==> src/rtl/exe_div_unit_pkg.sv <==
// Shared definitions for the EXE-stage restoring divider: FSM states and default sizes.
package exe_div_unit_pkg;

    localparam int DIV_WIDTH = 32;
    localparam int DIV_CNT_W = 6;

    typedef enum logic [1:0] {
        DIV_IDLE = 2'd0,
        DIV_BUSY = 2'd1,
        DIV_DONE = 2'd2
    } div_state_e;

endpackage

==> src/rtl/exe_div_unit_div_abs_neg.sv <==
// Conditional two's-complement negate, used both for operand magnitudes and result sign fixup.
module div_abs_neg #(
    parameter int W = 32
) (
    input  logic [W-1:0] val_i,
    input  logic         neg_i,
    output logic [W-1:0] res_o
);

    assign res_o = neg_i ? (~val_i + W'(1)) : val_i;

endmodule

==> src/rtl/exe_div_unit.sv <==
// Multi-cycle radix-2 restoring divider for the EXE stage (HI = remainder, LO = quotient).
// Optional DIV_ZERO_FAST_EN: a zero divisor finishes in one cycle instead of WIDTH.
module exe_div_unit
    import exe_div_unit_pkg::*;
#(
    parameter int WIDTH = DIV_WIDTH,
    parameter int CNT_W = DIV_CNT_W
) (
    input  logic             clk,
    input  logic             rst_n,
    input  logic             div_start,
    input  logic             div_signed,
    input  logic [WIDTH-1:0] dividend,
    input  logic [WIDTH-1:0] divisor,
    input  logic             div_cancel,
    input  logic             result_ack,
    output logic [WIDTH-1:0] div_hi,
    output logic [WIDTH-1:0] div_lo,
    output logic             div_done,
    output logic             div_busy,
    output logic             div_stall
);

    div_state_e       state_q;
    logic [CNT_W-1:0] cnt_q;
    logic [WIDTH-1:0] quot_q;
    logic [WIDTH-1:0] rem_q;
    logic [WIDTH-1:0] dvs_q;
    logic [WIDTH-1:0] dvd_raw_q;
    logic             q_neg_q;
    logic             r_neg_q;
    logic             dz_q;
    logic [WIDTH-1:0] hi_q;
    logic [WIDTH-1:0] lo_q;
    logic             done_q;
    logic             busy_q;

    logic             dvd_neg;
    logic             dvs_neg;
    logic             dvs_zero;
    logic [WIDTH-1:0] dvd_abs;
    logic [WIDTH-1:0] dvs_abs;
    logic [WIDTH:0]   rem_shift;
    logic [WIDTH:0]   diff;
    logic [WIDTH-1:0] rem_d;
    logic [WIDTH-1:0] quot_d;
    logic [WIDTH-1:0] q_fix;
    logic [WIDTH-1:0] r_fix;
    logic [WIDTH-1:0] lo_d;
    logic [WIDTH-1:0] hi_d;
    logic             last_iter;

    assign dvd_neg  = div_signed & dividend[WIDTH-1];
    assign dvs_neg  = div_signed & divisor[WIDTH-1];
    assign dvs_zero = (divisor == '0);

    div_abs_neg #(.W(WIDTH)) u_abs_dvd (.val_i(dividend), .neg_i(dvd_neg), .res_o(dvd_abs));
    div_abs_neg #(.W(WIDTH)) u_abs_dvs (.val_i(divisor),  .neg_i(dvs_neg), .res_o(dvs_abs));

    // quot_q starts holding the dividend magnitude and shifts quotient bits in from the right.
    // The restored remainder is always below the divisor, so WIDTH bits suffice between iterations.
    assign rem_shift = {rem_q, quot_q[WIDTH-1]};
    assign diff      = rem_shift - {1'b0, dvs_q};
    assign rem_d     = diff[WIDTH] ? rem_shift[WIDTH-1:0] : diff[WIDTH-1:0];
    assign quot_d    = {quot_q[WIDTH-2:0], ~diff[WIDTH]};
    assign last_iter = (cnt_q == CNT_W'(WIDTH - 1));

    div_abs_neg #(.W(WIDTH)) u_fix_q (.val_i(quot_d), .neg_i(q_neg_q), .res_o(q_fix));
    div_abs_neg #(.W(WIDTH)) u_fix_r (.val_i(rem_d),  .neg_i(r_neg_q), .res_o(r_fix));

    // Divide by zero reports all-ones quotient and the untouched dividend, regardless of sign.
    assign lo_d = dz_q ? '1 : q_fix;
    assign hi_d = dz_q ? dvd_raw_q : r_fix;

    always_ff @(posedge clk or negedge rst_n) begin
        if (!rst_n) begin
            state_q   <= DIV_IDLE;
            cnt_q     <= '0;
            quot_q    <= '0;
            rem_q     <= '0;
            dvs_q     <= '0;
            dvd_raw_q <= '0;
            q_neg_q   <= 1'b0;
            r_neg_q   <= 1'b0;
            dz_q      <= 1'b0;
            hi_q      <= '0;
            lo_q      <= '0;
            done_q    <= 1'b0;
            busy_q    <= 1'b0;
        end else if (div_cancel) begin
            state_q <= DIV_IDLE;
            done_q  <= 1'b0;
            busy_q  <= 1'b0;
        end else begin
            case (state_q)
                DIV_IDLE: begin
                    if (div_start) begin
                        dvd_raw_q <= dividend;
                        q_neg_q   <= dvd_neg ^ dvs_neg;
                        r_neg_q   <= dvd_neg;
                        dz_q      <= dvs_zero;
                        quot_q    <= dvd_abs;
                        rem_q     <= '0;
                        dvs_q     <= dvs_abs;
                        cnt_q     <= '0;
`ifdef DIV_ZERO_FAST_EN
                        if (dvs_zero) begin
                            state_q <= DIV_DONE;
                            lo_q    <= '1;
                            hi_q    <= dividend;
                            done_q  <= 1'b1;
                        end else begin
                            state_q <= DIV_BUSY;
                            busy_q  <= 1'b1;
                        end
`else
                        state_q <= DIV_BUSY;
                        busy_q  <= 1'b1;
`endif
                    end
                end
                DIV_BUSY: begin
                    rem_q  <= rem_d;
                    quot_q <= quot_d;
                    cnt_q  <= cnt_q + CNT_W'(1);
                    if (last_iter) begin
                        state_q <= DIV_DONE;
                        busy_q  <= 1'b0;
                        done_q  <= 1'b1;
                        lo_q    <= lo_d;
                        hi_q    <= hi_d;
                    end
                end
                DIV_DONE: begin
                    if (result_ack) begin
                        state_q <= DIV_IDLE;
                        done_q  <= 1'b0;
                    end
                end
                default: begin
                    state_q <= DIV_IDLE;
                    done_q  <= 1'b0;
                    busy_q  <= 1'b0;
                end
            endcase
        end
    end

    // Combinational so the accepting cycle already holds the pipeline; forced low while in reset.
    assign div_stall = rst_n & (((state_q == DIV_IDLE) & div_start & ~div_cancel)
                                | (state_q == DIV_BUSY));
    assign div_busy  = busy_q;
    assign div_done  = done_q;
    assign div_hi    = hi_q;
    assign div_lo    = lo_q;

endmodule

==> config.mk <==
export PLATFORM = sky130hd
export DESIGN_NAME = exe_div_unit
export DESIGN_NICKNAME = d
export VERILOG_FILES = /design/src/rtl/exe_div_unit_pkg.sv /design/src/rtl/exe_div_unit_div_abs_neg.sv /design/src/rtl/exe_div_unit.sv
export SDC_FILE = /design/constraint.sdc
export NUM_CORES = 1
export LEC_CHECK = 0
export BUFFER_PORTS_ARGS = -buffer_cell sky130_fd_sc_hd__buf_2
export CORE_MARGIN = 2
export CORE_UTILIZATION = 57
export DETAILED_ROUTE_END_ITERATION = 16
export PLACE_DENSITY = 0.75
export SLEW_MARGIN = 20
export SYNTH_ARGS = -nofsm -noshare
export SYNTH_HDL_FRONTEND = slang
export SYNTH_SLANG_ARGS = --single-unit
==> constraint.sdc <==
create_clock -name clk -period 5.2 [get_ports clk]
set_input_delay 0.26 -clock clk [delete_from_list [all_inputs] [get_ports clk]]
set_output_delay 0.26 -clock clk [all_outputs]
set_load 0.02 [all_outputs]
### Yosys cells after proc, flatten, opt, wreduce, memory -nomap -nowiden

Index checks and enable logic that the tools add are counted.

| storage, ports and cells | value |
|---|---|
| register bits after elaboration | 205 |
| output and inout bits | 67 |
| logic and storage cells | 76 |

| cells by class | value |
|---|---|
| $add $sub $neg | 6 |
| eq/ne operators | 9 |
| mux-type cells | 26 |
| bitwise logic cells | 13 |
| reductions and logical operators | 9 |

Operators with widths:

| kind | count |
|---|---|
| 2-to-1 mux 32 bit | 9 |
| adder 32 x 1 -> 32 bit (second input constant) | 4 |
| NOT 32 bit | 4 |
| case mux 32 bit (2 select lines) | 2 |
| subtractor 33 x 32 -> 33 bit | 1 |
| zero test 32 bit | 1 |
| AND reduction 3 bit | 6 |
| case mux 6 bit (2 select lines) | 1 |
| inequality test 3 bit (second input constant) | 3 |
| 2-to-1 mux 2 bit | 4 |
| adder 6 x 1 -> 6 bit (second input constant) | 1 |
| equality test 6 x 5 -> 1 bit (second input constant) | 1 |
| 2-to-1 mux 1 bit | 6 |
| 2-to-1 mux 6 bit | 1 |
| inequality test 2 bit (second input constant) | 3 |
| case mux 1 bit (3 select lines) | 2 |
| case mux 2 bit (3 select lines) | 1 |
| bitwise AND 1 bit | 5 |
| equality test 2 x 1 -> 1 bit (second input constant) | 1 |
| equality test 2 bit (second input constant) | 1 |
| zero test 2 bit | 1 |
| NOT 1 bit | 2 |
| nonzero test 2 bit | 1 |
| bitwise OR 1 bit | 1 |
| bitwise XOR 1 bit | 1 |

### Depth between registers and ports, before layout

Gate-level depths: netlist (run 1).

| depth | value |
|---|---|
| depth in word-level cells | 6 |
| gate-level depth with buffers | 22 |
| depth with buffers taken out | 20 |

### Modules after synthesis

From an unflattened synthesis (run 1), not the netlist that was laid out.

| unflattened totals | value |
|---|---|
| cells, all modules | 1579 |
| area, all modules | 13710.6 um^2 |

By module, submodules not included:

| module | times used | cells an instance | area an instance (um^2) | seq. area each (um^2) |
|---|---|---|---|---|
| exe_div_unit | 1 | 1183 | 10602.7 | 5129.9 |
| div_abs_neg | 4 | 99 | 777.0 | 0.0 |

### Least setup slack after synthesis (run 1)

Ideal clock, no wire load.

| path | value |
|---|---|
| path type | flip-flop to flip-flop |
| from | register quot_q[31] |
| to | register hi_q[30], in the netlist div_hi[30] |
| setup time | 0.104 ns |
| arrival | 4.603 ns |
| required time | 5.096 ns |
| path slack | 0.494 ns |
| cell stages (with the launch flop) | 23 |
| clock period less this slack | 4.706 ns |
| path through | dfrtp_1 inv_1 ha_1 fa_1 nand2b_1 a211oi_4 o41a_4 a21boi_4 o31a_4 xnor2_4 inv_4 buf_2 buf_2 buf_2 a21oi_1 ha_1 nand3_1 nor4_4 a32oi_1 nor3_2 a211o_1 a21oi_1 o41ai_2 |

| on the way | value |
|---|---|
| word-level cells in the longest chain between the ends | 6 |

Ends and longest elaborated chain:

| item | RTL line | RTL |
|---|---|---|
| start, declared | exe_div_unit.sv:26 | `logic [WIDTH-1:0] quot_q;` |
| start signal, assigned | exe_div_unit.sv:102 | `quot_q <= dvd_abs;` |
| start signal, assigned | exe_div_unit.sv:124 | `quot_q <= quot_d;` |
| subtractor 33 x 32 -> 33 bit | exe_div_unit.sv:63 | `assign diff = rem_shift - {1'b0, dvs_q};` |
| 2-to-1 mux 32 bit (*) | exe_div_unit.sv:64 | `assign rem_d = diff[WIDTH] ? rem_shift[WIDTH-1:0] : diff[WIDTH-1:0];` |
| NOT 32 bit | exe_div_unit_div_abs_neg.sv:10 | `assign res_o = neg_i ? (~val_i + W'(1)) : val_i;` |
| adder 32 x 1 -> 32 bit | exe_div_unit_div_abs_neg.sv:10 |  |
| 2-to-1 mux 32 bit (*) | exe_div_unit_div_abs_neg.sv:10 |  |
| 2-to-1 mux 32 bit (*) | exe_div_unit.sv:73 | `assign hi_d = dz_q ? dvd_raw_q : r_fix;` |
| end signal, assigned | exe_div_unit.sv:131 | `hi_q <= hi_d;` |
| end, declared | exe_div_unit.sv:33 | `logic [WIDTH-1:0] hi_q;` |

Mark *: on every way between the ends. The rest lies on a longest branch, timed or not.
A chain may end at the register's enable or synchronous reset.

### Worst setup path in the final report (run 1)

Ends and elaborated chain as after synthesis.

==> summary by stage, run 1 <==
Run status
The run finished with clean final reports.

Synth
The number of synthesized register bits is 205. The net count after synthesis is 1822. In the synthesized netlist the dominant register cell turns out to be dfrtp_1.

The mean post-synth cell area is 8.01 um2. Synthesis produced a netlist whose cell count is 1714. During synthesis, Yosys emitted a total of 0 warnings.

After synthesis, the share of flip-flops with an asynchronous set or reset is 100%. For this run, the register share of the synthesized area comes to 37.4%. In this run, distinct cell masters in the synthesized netlist total 79. The summed instance area of the synthesized netlist is 0.0137 mm2. The count of flip-flops with a built-in enable after synthesis is 0.

Layout
The number of antenna diodes in the final layout is 0. The sequential cell area is 0.00513 mm2. The utilization after layout is 66.7%. The multi-input combinational cells in the finished layout cover a total of 0.00806 mm2. In the final layout, the share of cells above drive strength 1 is 13.1%.

The filler cell count is 2054. The area growth from synthesis to final layout is 14.4%. The final layout net count is 1932. The count of non-filler cells in the finished layout is 2162.

STA
The maximum operating frequency is 0.210 GHz. The worst slew margin relative to its limit is 25.6%. The worst-margin pin slew is 1100 ps. The final number of max-transition violations is 0. Of the available clock period, the critical path in the final layout requires 91.5%. The final critical-path required period is 4760 ps. The number of endpoints failing setup at the final stage is 0. The final-report hold violation count is 0. Setup repair after global routing left no endpoint under its margin. Between clock sinks in the finished design, the worst skew comes to 8.51 ps.

The setup TNS is 0 ps.

CTS
The deepest level of the CTS H-tree is 1. TritonCTS built the clock tree. The clock passes through at most 3 buffers.

The post-CTS setup buffer count is 0. The insertion delay of the later-clocked pin in the worst-skew pair is 530 ps. The number of buffers added by the clock tree synthesis step is 25. The root buffer cell chosen for the clock tree is clkbuf_16. The number of sinks handled by clock tree synthesis is 205.

Clock-pin slew was measured on the worst setup and hold paths at 60 ps.

Route
The remaining antenna violation count is 0. In the routed layout, each cell is associated on average with a via count of 5.96. After detailed routing, the average wire length per cell comes to 18.2 um. The final route contains 12900 vias.

The iteration count of the initial detailed-routing pass is 5. Summed over all layers, the routed wires come to 39400 um. The detailed router's first-iteration violation count is 1468.

After detailed routing, the number of remaining DRC violations is 0.

Critical path
The worst register-to-register path ends at div_hi[30]. The worst reg2reg path startpoint is quot_q[31]. Counting both buffers and inverters, the worst setup path holds a total of 2. Setup slack on the worst reg-to-reg path comes out at 440 ps.

The sort of element at the start of the critical path is a flip-flop. The signal on the critical path passes through inv_1 -> ha_1 -> fa_1 -> nand2b_1 -> a211oi_4 -> o41a_4 -> a21boi_4 -> o31a_4 -> xnor2_4 -> inv_4 -> nor2_1 -> a21oi_1 -> ha_1 -> nand3_1 -> nor4_4 -> a32oi_1 -> nor3_2 -> a211o_1 -> a21oi_1 -> o41ai_2. The top cell family by delay on the critical path is compound AO/OA/AOI/OAI gates.

Along the worst path, the maximum fanout reaches 19. The type of the worst setup path is reg -> reg. The worst setup path is captured at a flip-flop.

At the worst endpoint, the arrival time is 5190 ps. The data required time of the worst path is 5630 ps. The number of cell instances on the worst register-to-register path is 20. The slowest cell on the critical path is fa_1. The delay of the slowest cell on the worst path is 390 ps.

Placed design
The count of buffers inserted at the top-level ports is 136. Detailed placement ended at an HPWL of 28900 um. In this run, placement finished with an instance count of 2095. At the end of routability-driven placement, the weighted congestion stood at 0.908.

Global routing
The maximum number of pins on one net before global-route repair is 157. The sum of overflow across all layers after global routing is 0. The global-route total usage across every layer is 30.6%. The wire length of the first global-routing pass is 63900 um.

The number of antenna violations at the first check in global routing is 0. The number of global-route vias before repair came to 12000.

Die
The floorplan step set the die width to 159 um. In this run the count of I/O pins placed on the die edge is 137. The starting density of the core is 58.3%. The number of rows created at floorplan is 56. The die height is 159 um.

The core region is 0.0235 mm2. The area enclosed by the die boundary is 0.0253 mm2.

Worst hold path
The worst hold path terminates at dvd_raw_q[11]. The path type of the worst min-delay path is in -> reg. Counting instances, the worst hold path has a depth of 3.

The startpoint identified for the worst hold timing path is dividend[11].

Flow run
The number of max-cap violations is 0.

Pwr
Dividing total power by cell area gives a power density of 607 mW/mm2. The static power due to leakage is 7.02 nW. The design draws 0.00953 W. IR analysis of the VDD net gives a maximum drop of 0.000331 V.
-- report_power, final --
group | leakage (nW) | total (W) | internal (W) | switching, W
sequential | 2.59 | 0.00221 | 0.00187 | 0.000339
clock | 0.406 | 0.00183 | 0.00109 | 0.000740
combinational | 4.02 | 0.00549 | 0.00195 | 0.00354
total | 7.02 | 0.00953 | 0.00491 | 0.00462
-- routing by layer --
| metal | GRT usage, % | routed length [um] | up-vias |
|---|---|---|---|
| met2 | 48.3 | 17800 | 462 |
| met4 | 5.99 | 632 | 0 |
| met5 | 0 | 0 | - |
| met1 | 45.8 | 18300 | 6152 |
| met3 | 3.57 | 2740 | 51 |
| li1 | - | - | 6214 |
-- per-stage QoR --
| stage | hold WS, ps | area [um2] | setup WS (ps) |
|---|---|---|---|
| after detailed placement | 239 | 14600 | 515 |
| after global routing | 19.9 | 15700 | 60.4 |
| after CTS | 0.122 | 15700 | 488 |
| after floorplan | -35.6 | 13700 | 494 |
| after global placement | 236 | 14600 | 633 |
| final | 8.03 | 15700 | 439 |
-- synth_stat cells (9+ instances only) --
cell type  count  share of area [%]
a21o_1        11               0.60
a21oi_1      120                4.4
a31oi_1       18               0.82
and2_1        11               0.50
and3_1        10               0.46
buf_2         13               0.47
clkbuf_1      63                1.7
dfrtp_1      205                 37
ha_1          37                3.4
inv_1         51                1.4
mux2i_1       30                2.2
nand2_1      328                9.0
nand2b_1      11               0.50
nand3_1       32                1.2
nand4_1       10               0.46
nor2_1       145                4.0
nor3_1        33                1.2
nor4_1        18               0.82
o211ai_1      13               0.71
o21a_1        11               0.60
o21ai_0      207                7.6
o21ai_1       26               0.95
o31ai_1       21                1.1
o41ai_1        9               0.57
or3_1         19               0.87
or4_1          9               0.49
xnor2_1       49                3.1
xor2_1        88                5.6
-- layout make-up --
| type | instances | share of cell area [%] |
|---|---|---|
| multi-input cells | 1369 | 51.4 |
| well taps | 319 | 2.54 |
| repair buffers | 170 | 6.58 |
| flip-flops and latches | 205 | 32.7 |
| clock buffers | 30 | 4.36 |
| clock inverters | 16 | 1.17 |
| inverters | 53 | 1.28 |
-- logic make-up (layout without fill, tap and decap cells) --
| family | count (synthesis) | after routing | synth area share [%] |
|---|---|---|---|
| simple gates | 669 | 669 | 22.0 |
| buf+inv | 140 | 269 | 4.16 |
| flops | 205 | 205 | 37.4 |
| mux | 34 | 34 | 2.55 |
| compound gates | 489 | 489 | 21.3 |
| xor+xnor | 139 | 139 | 9.06 |
| fa+ha+maj | 38 | 38 | 3.52 |
-- state kept, by name, summed over array words and instances, names as in the netlist --
name	flops
dvd_raw_q	32
dvs_q	32
state_q	2
quot_q	32
q_neg_q	1
cnt_q	6
div_done	1
div_lo	32
r_neg_q	1
dz_q	1
rem_q	32
div_busy	1
div_hi	32
-- cell usage in the layout, fill, tap and decap left out, types with 9 or more instances in the layout --
cell             n
ha_1            37
nand2_1        328
xnor2_1         49
o211ai_1        13
and2_1          11
nand3_1         31
or3_1           19
o31ai_1         21
dfrtp_1        205
or4_1            9
o21ai_1         25
xor2_1          88
mux2i_1         30
nand2b_1        10
nor2_1         144
o41ai_1          9
buf_2          135
clkbuf_16       25
inv_1           51
o21a_1          11
and3_1          10
o21ai_0        207
a31oi_1         18
nand4_1         10
a21o_1          11
dlygate4sd3_1   20
nor4_1          18
a21oi_1        120
buf_4           11
nor3_1          31
-- repair_timing --
| item | 4_1_cts | 5_1_grt |
|---|---|---|
| endpoints found under the hold margin | 70 | 0 |
| gates resized for setup | 0 | 0 |
| hold buffers | 20 | 0 |
-- worst max-delay path by stage --
stage | from | to | slack (ps) | cells past startpoint
after floorplan | quot_q[31] | div_hi[30] | 490 | 22
after global placement | quot_q[31] | div_hi[30] | 630 | 20
after detailed placement | quot_q[31] | div_hi[30] | 520 | 20
after CTS | quot_q[31] | div_hi[30] | 490 | 20
after global routing | quot_q[31] | div_hi[30] | 60 | 20
final | quot_q[31] | div_hi[30] | 440 | 20
-- worst min-delay path: cells and delay by family --
family | cells | cell delay (ps)
buffers and inverters | 1 | 120
and+or+nand+nor | 2 | 110
(Power assumes the default switching activity.)
==> run 2, diff against run 1 <==
--- a/config.mk
+++ b/config.mk
@@ -9,7 +9,9 @@
 export CORE_MARGIN = 2
 export CORE_UTILIZATION = 57
 export DETAILED_ROUTE_END_ITERATION = 16
+export HOLD_SLACK_MARGIN = 0.15
 export PLACE_DENSITY = 0.75
+export REMOVE_ABC_BUFFERS = 1
 export SLEW_MARGIN = 20
 export SYNTH_ARGS = -nofsm -noshare
 export SYNTH_HDL_FRONTEND = slang
==> constraint.sdc (replaced) <==
create_clock -name clk -period 4.57 [get_ports clk]
set_input_delay 0.2285 -clock clk [delete_from_list [all_inputs] [get_ports clk]]
set_output_delay 0.2285 -clock clk [all_outputs]
set_load 0.02 [all_outputs]
==> run 2 against run 1 <==
Effect of this change:
- worst setup slack worse by 350 ps
- register-to-register slack worse by 350 ps
- sequential cell count stayed put
- clock skew is 23 ps higher
- power is 17% higher
- cell area is 4.7% higher
- utilization is 3.2 points higher
- first-iteration DRC count is 8.2% lower
- routed wire length is 3.1% higher
- clock power is 19% higher
- highest routed layer unchanged
==> summary by stage, run 2 (same netlist as run 1, synthesis figures left out) <==
Run status
Result of the run: complete, no violations (unchanged).

CTS
The deepest level of the CTS H-tree is 1 (unchanged). The TritonCTS clock tree is yes (unchanged). The number of buffers added by the clock tree synthesis step is 24 (was 25).

The number of sinks handled by clock tree synthesis is 205 (unchanged). The number of buffers between clock root and the deepest sink is 3 (unchanged). The insertion delay of the later-clocked pin in the worst-skew pair was 540 ps (was 530 ps). The cell at the root of the clock tree was clkbuf_16 (unchanged).

The clock-pin slew reported for the worst setup and hold paths after clock tree synthesis is 60 ps (about the same).

Route
The via count of the routed design was 13300 (was 12900). The detailed router's first-iteration violation count is 1348 (was 1468). The post-detailed-route via-to-cell ratio came to 5.95 (was 5.96). The detailed-route DRC error count is 0 (unchanged).

The detail-routed net length per standard cell is 18.2 um (about the same). The final wirelength is 40700 um (was 39400 um). The iteration count of the initial detailed-routing pass is 5 (unchanged). The remaining antenna violation count is 0 (unchanged).

Global routing
The sum of overflow across all layers after global routing was 0 (unchanged). The number of antenna violations at the first check in global routing is 1 (was 0). The global-route total usage across every layer is 31.9% (was 30.6%).

The wire length of the first global-routing pass is 66400 um (was 63900 um). The maximum number of pins on one net before global-route repair is 67 (was 157). The number of global-route vias before repair is 12800 (was 12000).

Layout
The count of non-filler cells in the finished layout is 2236 (was 2162). The share of final-layout standard cells stronger than drive strength 1 is 13.8% (was 13.1%). The leading cell type in the layout, fill and taps excluded was nand2_1 (unchanged).

The area growth from synthesis to final layout is 19.8% (was 14.4%). The final layout net count is 2006 (was 1932). Commonest non-fill, non-tap cells in the layout: nand2_1, o21ai_0, dfrtp_1 (unchanged). The utilization after layout is 69.8% (was 66.7%).

Critical path
The arrival time of the worst setup path is 4860 ps (was 5190 ps). Ordered cell list for the critical path: inv_1 -> ha_1 -> fa_1 -> nand2b_1 -> a211oi_4 -> o41a_4 -> a21boi_4 -> o31a_4 -> xnor2_4 -> inv_4 -> nor2_1 -> a21oi_2 -> ha_4 -> nand2_1 -> nor3_1 -> a22oi_1 -> nor2_1 -> nand3_1 -> mux2i_1 -> a31oi_1 (was inv_1 -> ha_1 -> fa_1 -> nand2b_1 -> a211oi_4 -> o41a_4 -> a21boi_4 -> o31a_4 -> xnor2_4 -> inv_4 -> nor2_1 -> a21oi_1 -> ha_1 -> nand3_1 -> nor4_4 -> a32oi_1 -> nor3_2 -> a211o_1 -> a21oi_1 -> o41ai_2). The delay of the slowest cell on the worst path was 460 ps (was 390 ps). The sort of element at the end of the critical path is a flip-flop (unchanged). The largest fanout on the critical path is 8 (was 19). The data required time of the worst path is 4950 ps (was 5630 ps). The type of the worst setup path is reg -> reg (unchanged).

The top cell family by delay on the critical path is compound AO/OA/AOI/OAI gates (unchanged). The total buffers and inverters traversed by the critical path is 2 (unchanged). The cell occurring most often along the worst timing path is nor2_1. The slowest cell on the critical path was nor3_1 (was fa_1). The sort of element at the start of the critical path is a flip-flop (unchanged).

Placed design
The cell total after placement is 2117 (was 2095). The weighted congestion at the end of routability-driven global placement came to 0.967 (was 0.908). The detailed-placement wirelength estimate was 29100 um (was 28900 um). The count of buffers inserted at the top-level ports is 136 (unchanged).

STA
The final critical-path required period is 4480 ps (was 4760 ps). The largest clock skew in the final design is 31.4 ps (was 8.51 ps). The final-report hold violation count is 0 (unchanged).

The maximum operating frequency is 0.223 GHz (was 0.210 GHz). The worst-margin pin slew is 1030 ps (was 1100 ps). The share of the cycle needed by the critical path after routing was 98.0% (was 91.5%). The worst slew margin relative to its limit came to 31.3% (was 25.6%). The number of endpoints failing setup at the final stage was 0 (unchanged). The final number of max-transition violations was 0 (unchanged). The setup TNS is 0 ps (unchanged).

Pwr
The total power density per cell area is 681 mW/mm2 (was 607 mW/mm2). The static power due to leakage is 7.38 nW (was 7.02 nW). The worst-case vdd ir drop was 0.000383 V (was 0.000331 V).

Die
The number of rows created at floorplan is 56 (unchanged). The area enclosed by the die boundary is 0.0253 mm2 (unchanged). The horizontal die dimension came to 159 um (unchanged). The I/O pin total is 137 (unchanged).

The starting density of the core is 58.3% (unchanged). The standard cell core area is 0.0235 mm2 (unchanged). The die height was 159 um (unchanged).

Flow run
The number of max-cap violations was 0 (unchanged).

Worst hold path
The path type of the worst min-delay path was in -> reg (unchanged).
==> run 2: repair_timing <==
| action | 4_1_cts | 5_1_grt |
|---|---|---|
| endpoints found under the hold margin | 132 | 0 |
| hold buffers | 71 | 0 |
| pin swaps | 0 | 3 |
| endpoints found under the setup margin | 1 | 10 |
| buffers inserted | 0 | 2 |
| resized for setup | 2 | 5 |
==> run 2: area by class of cell <==
type / instances / area [um2]
multi-input cells: 1369 / 8090
fillers: 1927 / 7100
flip-flops and latches: 205 / 5130
repair buffers: 245 / 1710
clock buffers: 32 / 671
well taps: 319 / 399
clock inverters: 12 / 234
inverters: 53 / 201
diodes: 1 / 2.50
==> run 2: worst paths after layout <==
check | startpoint | slack (ps) | end | cells past startpoint
worst min register to register | dvd_raw_q[3] | 470 | dvd_raw_q[3] | 2
worst max register to register | quot_q[31] | 90 | div_hi[28] | 20
worst max-delay path | quot_q[31] | 90 | div_hi[28] | 20
max in group asynchronous | rst_n | 2990 | dvd_raw_q[8] | 3
min in group asynchronous | rst_n | 240 | dvd_raw_q[24] | 2
worst min-delay path | div_start | 220 | div_busy | 5
==> run 2: routing by layer <==
layer	GRT usage, %	vias up	share of wire [%]
met5	0	-	0
met3	5.39	104	7.2
met1	43.2	6358	43
met2	51.7	494	46
met4	11.6	0	3.5
li1	-	6357	-
==> run 2: report_power, final <==
group | total (W) | internal, W | switching (W)
Clock | 0.00217 | 0.00138 | 0.000790
Sequential | 0.00249 | 0.00213 | 0.000361
Combinational | 0.00654 | 0.00243 | 0.00410
Total | 0.0112 | 0.00594 | 0.00525
==> run 2: worst register-to-register path, stage by stage (launching register included) <==
cell and delay, ps:
dfrtp_1 400, inv_1 60, ha_1 220, fa_1 430, nand2b_1 220, a211oi_4 240, o41a_4 210, a21boi_4 70
o31a_4 360, xnor2_4 150, inv_4 110, nor2_1 60, a21oi_2 200, ha_4 200, nand2_1 110, nor3_1 460
a22oi_1 270, nor2_1 190, nand3_1 120, mux2i_1 170, a31oi_1 100
==> run 2: stage by stage <==
| stage | setup WS [ps] | hold WS, ps | total power [W] | instance area, um2 |
|---|---|---|---|---|
| after global placement | 113 | 256 | 0.00861 | 14700 |
| after global routing | -35.5 | 274 | 0.0120 | 16400 |
| final | 92.1 | 225 | 0.0112 | 16400 |
| after CTS | 38.1 | 219 | 0.0110 | 16400 |
| after detailed placement | -20.9 | 254 | 0.00872 | 14700 |
| after floorplan | -961 | -67.1 | 0.00693 | 13400 |
==> run 3, diff against run 2 <==
--- a/config.mk
+++ b/config.mk
@@ -6,11 +6,12 @@
 export NUM_CORES = 1
 export LEC_CHECK = 0
 export BUFFER_PORTS_ARGS = -buffer_cell sky130_fd_sc_hd__buf_2
+export CAP_MARGIN = 20
 export CORE_MARGIN = 2
-export CORE_UTILIZATION = 57
+export CORE_UTILIZATION = 35
 export DETAILED_ROUTE_END_ITERATION = 16
 export HOLD_SLACK_MARGIN = 0.15
-export PLACE_DENSITY = 0.75
+export PLACE_DENSITY = 0.5
 export REMOVE_ABC_BUFFERS = 1
 export SLEW_MARGIN = 20
 export SYNTH_ARGS = -nofsm -noshare
==> run 3 against run 2 <==
Effect of this change:
- global-route usage fell by 11 points
- cell count rose by 9.3%
- count of clock-buffer cells in the layout rose by 6
- critical endpoint is now div_hi[30]
- via count fell by 3.6%
- die area rose by 61%
- highest routed layer unchanged
- critical path type unchanged
- largest power group unchanged
==> summary by stage, run 3 (same netlist as run 1, synthesis figures left out) <==
Run status
Result of the run: complete, no violations (unchanged).

STA
The largest clock skew in the final design is 16.6 ps (was 31.4 ps). The share of the cycle needed by the critical path after routing came to 94.8% (was 98.0%). The final number of max-transition violations is 0 (unchanged). The worst slew margin relative to its limit is 35.5% (was 31.3%). The final critical-path required period is 4330 ps (was 4480 ps). The number of endpoints failing setup at the final stage was 0 (unchanged).

The final-report hold violation count is 0 (unchanged). The worst-margin pin slew is 967 ps (was 1030 ps). The post-route worst hold slack was 223 ps (was 225 ps). The maximum operating frequency was 0.231 GHz (was 0.223 GHz).

Placed design
The post-detailed-placement cell area is 0.0150 mm2 (was 0.0147 mm2). The detailed-placement wirelength estimate is 30600 um (was 29100 um). The cell total after placement came to 2318 (was 2117). The count of buffers inserted at the top-level ports is 136 (unchanged).

The weighted congestion at the end of routability-driven global placement is 0.876 (was 0.967).

Layout
The combined area of the multi-input logic cells is 0.00811 mm2 (was 0.00809 mm2). The final standard cell area without fillers is 0.0168 mm2 (was 0.0164 mm2). Commonest non-fill, non-tap cells in the layout: nand2_1, o21ai_0, dfrtp_1 (unchanged). The antenna diode instance count is 0 (was 1). The final layout net count was 2015 (was 2006). The area growth from synthesis to final layout came to 22.4% (was 19.8%). The filler cell count is 3924 (was 1927). The leading cell type in the layout, fill and taps excluded is nand2_1 (unchanged). The count of non-filler cells in the finished layout is 2444 (was 2236). The share of final-layout standard cells stronger than drive strength 1 is 14.1% (was 13.8%). The sequential cell area is 0.00513 mm2 (unchanged).

Global routing
The global-route total usage across every layer is 20.8% (was 31.9%). The maximum number of pins on one net before global-route repair was 140 (was 67). The number of global-route vias before repair was 12600 (was 12800). The sum of overflow across all layers after global routing is 0 (unchanged). The number of antenna violations at the first check in global routing is 1 (unchanged).

The wire length of the first global-routing pass is 68600 um (was 66400 um).

CTS
The clock-pin slew reported for the worst setup and hold paths after clock tree synthesis is 50 ps (was 60 ps). The number of sinks handled by clock tree synthesis came to 205 (unchanged). The deepest level of the CTS H-tree is 1 (unchanged). The cell at the root of the clock tree is clkbuf_16 (unchanged).

The TritonCTS clock tree was yes (unchanged). The number of buffers between clock root and the deepest sink is 3 (unchanged). The insertion delay of the later-clocked pin in the worst-skew pair is 570 ps (was 540 ps). The number of buffers added by the clock tree synthesis step came to 27 (was 24).

Worst hold path
The hold path startpoint is div_start (unchanged). The path type of the worst min-delay path is in -> reg (unchanged). The number of cells traversed by the worst hold path is 5 (unchanged). The end point of the worst hold path is div_busy (unchanged).

Critical path
The sort of element at the end of the critical path is a flip-flop (unchanged). The slack of the worst reg-to-reg path is 240 ps (was 90 ps). The terminus of the critical flop-to-flop path is div_hi[30] (was div_hi[28]). The arrival time of the worst setup path is 4790 ps (was 4860 ps). The number of cell instances on the worst register-to-register path is 20 (unchanged).

The slowest cell on the critical path is fa_1 (was nor3_1). The data required time of the worst path came to 5030 ps (was 4950 ps). The sort of element at the start of the critical path is a flip-flop (unchanged). The type of the worst setup path is reg -> reg (unchanged). Ordered cell list for the critical path: inv_1 -> ha_1 -> fa_1 -> nand2b_1 -> a211oi_4 -> o41a_4 -> a21boi_4 -> o31a_4 -> xnor2_4 -> inv_4 -> nor2_1 -> a21oi_2 -> ha_2 -> nand3_2 -> nor4_4 -> a32oi_2 -> nor3_2 -> a211o_1 -> a21oi_1 -> o41ai_2 (was inv_1 -> ha_1 -> fa_1 -> nand2b_1 -> a211oi_4 -> o41a_4 -> a21boi_4 -> o31a_4 -> xnor2_4 -> inv_4 -> nor2_1 -> a21oi_2 -> ha_4 -> nand2_1 -> nor3_1 -> a22oi_1 -> nor2_1 -> nand3_1 -> mux2i_1 -> a31oi_1). The worst reg2reg path startpoint is quot_q[31] (unchanged). The largest fanout on the critical path is 5 (was 8).

The delay of the slowest cell on the worst path is 390 ps (was 460 ps).

Route
The final wirelength came to 42400 um (was 40700 um). The post-detailed-route via-to-cell ratio is 5.25 (was 5.95). The detailed router's first-iteration violation count is 797 (was 1348). The remaining antenna violation count is 0 (unchanged).

The detail-routed net length per standard cell came to 17.3 um (was 18.2 um). The via count of the routed design was 12800 (was 13300). The detailed-route DRC error count is 0 (unchanged). The iteration count of the initial detailed-routing pass is 5 (unchanged).

Pwr
The worst-case vdd ir drop was 0.000346 V (was 0.000383 V). The total power density per cell area was 675 mW/mm2 (was 681 mW/mm2). The static power due to leakage is 7.43 nW (was 7.38 nW).

Die
The standard cell core area is 0.0386 mm2 (was 0.0235 mm2). The horizontal die dimension is 202 um (was 159 um). The area enclosed by the die boundary is 0.0408 mm2 (was 0.0253 mm2). The number of rows created at floorplan came to 72 (was 56). The I/O pin total is 137 (unchanged). The die height came to 202 um (was 159 um). The starting density of the core is 35.5% (was 58.3%).

Flow run
The number of max-cap violations is 0 (unchanged).
==> run 3: changes by cell type in the layout (fill, tap and decap cells not counted), moves of 2 or more <==
cell           before  now
clkinv_2            1    5
dlygate4sd3_1      71   76
clkbuf_16          24   27
nor3_4              0    2
buf_12              0    2
clkbuf_8            5    7
bufinv_16           6    3
nor3_2              6    4
==> run 3: through the flow <==
stage	power [W]	TNS (ps)	setup slack, ps	util (%)
final	0.0113	0	237	43.5
after global routing	0.0122	-56.2	-21.7	43.5
after CTS	0.0113	0	99.4	43.3
after detailed placement	0.00895	0	110	38.9
after global placement	0.00895	0	174	38.9
after floorplan	0.00693	-33650	-961	-
==> run 3: repair_timing <==
action                                  in CTS  in global routing
resized for setup                            0                 11
endpoints found under the hold margin      159                  0
buffers inserted                             0                  1
hold buffers                                76                  0
endpoints found under the setup margin       0                 13
==> run 3: power breakdown <==
part           total, W  internal, W  switching (W)
registers       0.00250      0.00213       0.000373
clock network   0.00219      0.00135       0.000840
logic           0.00664      0.00251        0.00412
==> run 3: final cells by class <==
class	count	share of cell area (%)
clock buffer	38	4.63
clock inverter	10	0.849
inverter	53	1.20
multi-input combinational	1369	48.3
sequential	205	30.5
tap	518	3.86
timing repair buffer	251	10.6
==> run 3: layer usage <==
metal  vias to the layer above  part of all wire (%)  global-route usage, %
met3                        54                   4.6                   2.60
li1                       6374                     -                      -
met2                       282                    46                   33.9
met5                         -                     0                      0
met4                         0                   2.1                   5.25
met1                      6121                    47                   29.2
==> run 3: critical path, delay by kind of cell, from the launching register on <==
| kind | cells | cell delay [ps] |
|---|---|---|
| AO/OA/AOI/OAI | 9 | 1780 |
| flip-flops | 1 | 340 |
| buffers and inverters | 2 | 160 |
| XOR/XNOR | 1 | 140 |
| AND/OR/NAND/NOR | 5 | 970 |
| adder cells (fa/ha/maj) | 3 | 840 |
==> run 3: worst max-delay path by stage <==
stage,depth (start not counted),slack (ps),endpoint,from
global route,22,-20,div_hi[30],quot_q[31]
global placement,20,170,div_hi[30],quot_q[31]
CTS,20,100,div_hi[30],quot_q[31]
detailed placement,20,110,div_hi[30],quot_q[31]
finish,20,240,div_hi[30],quot_q[31]
floorplan,5,-960,div_hi[18],state_q[1]
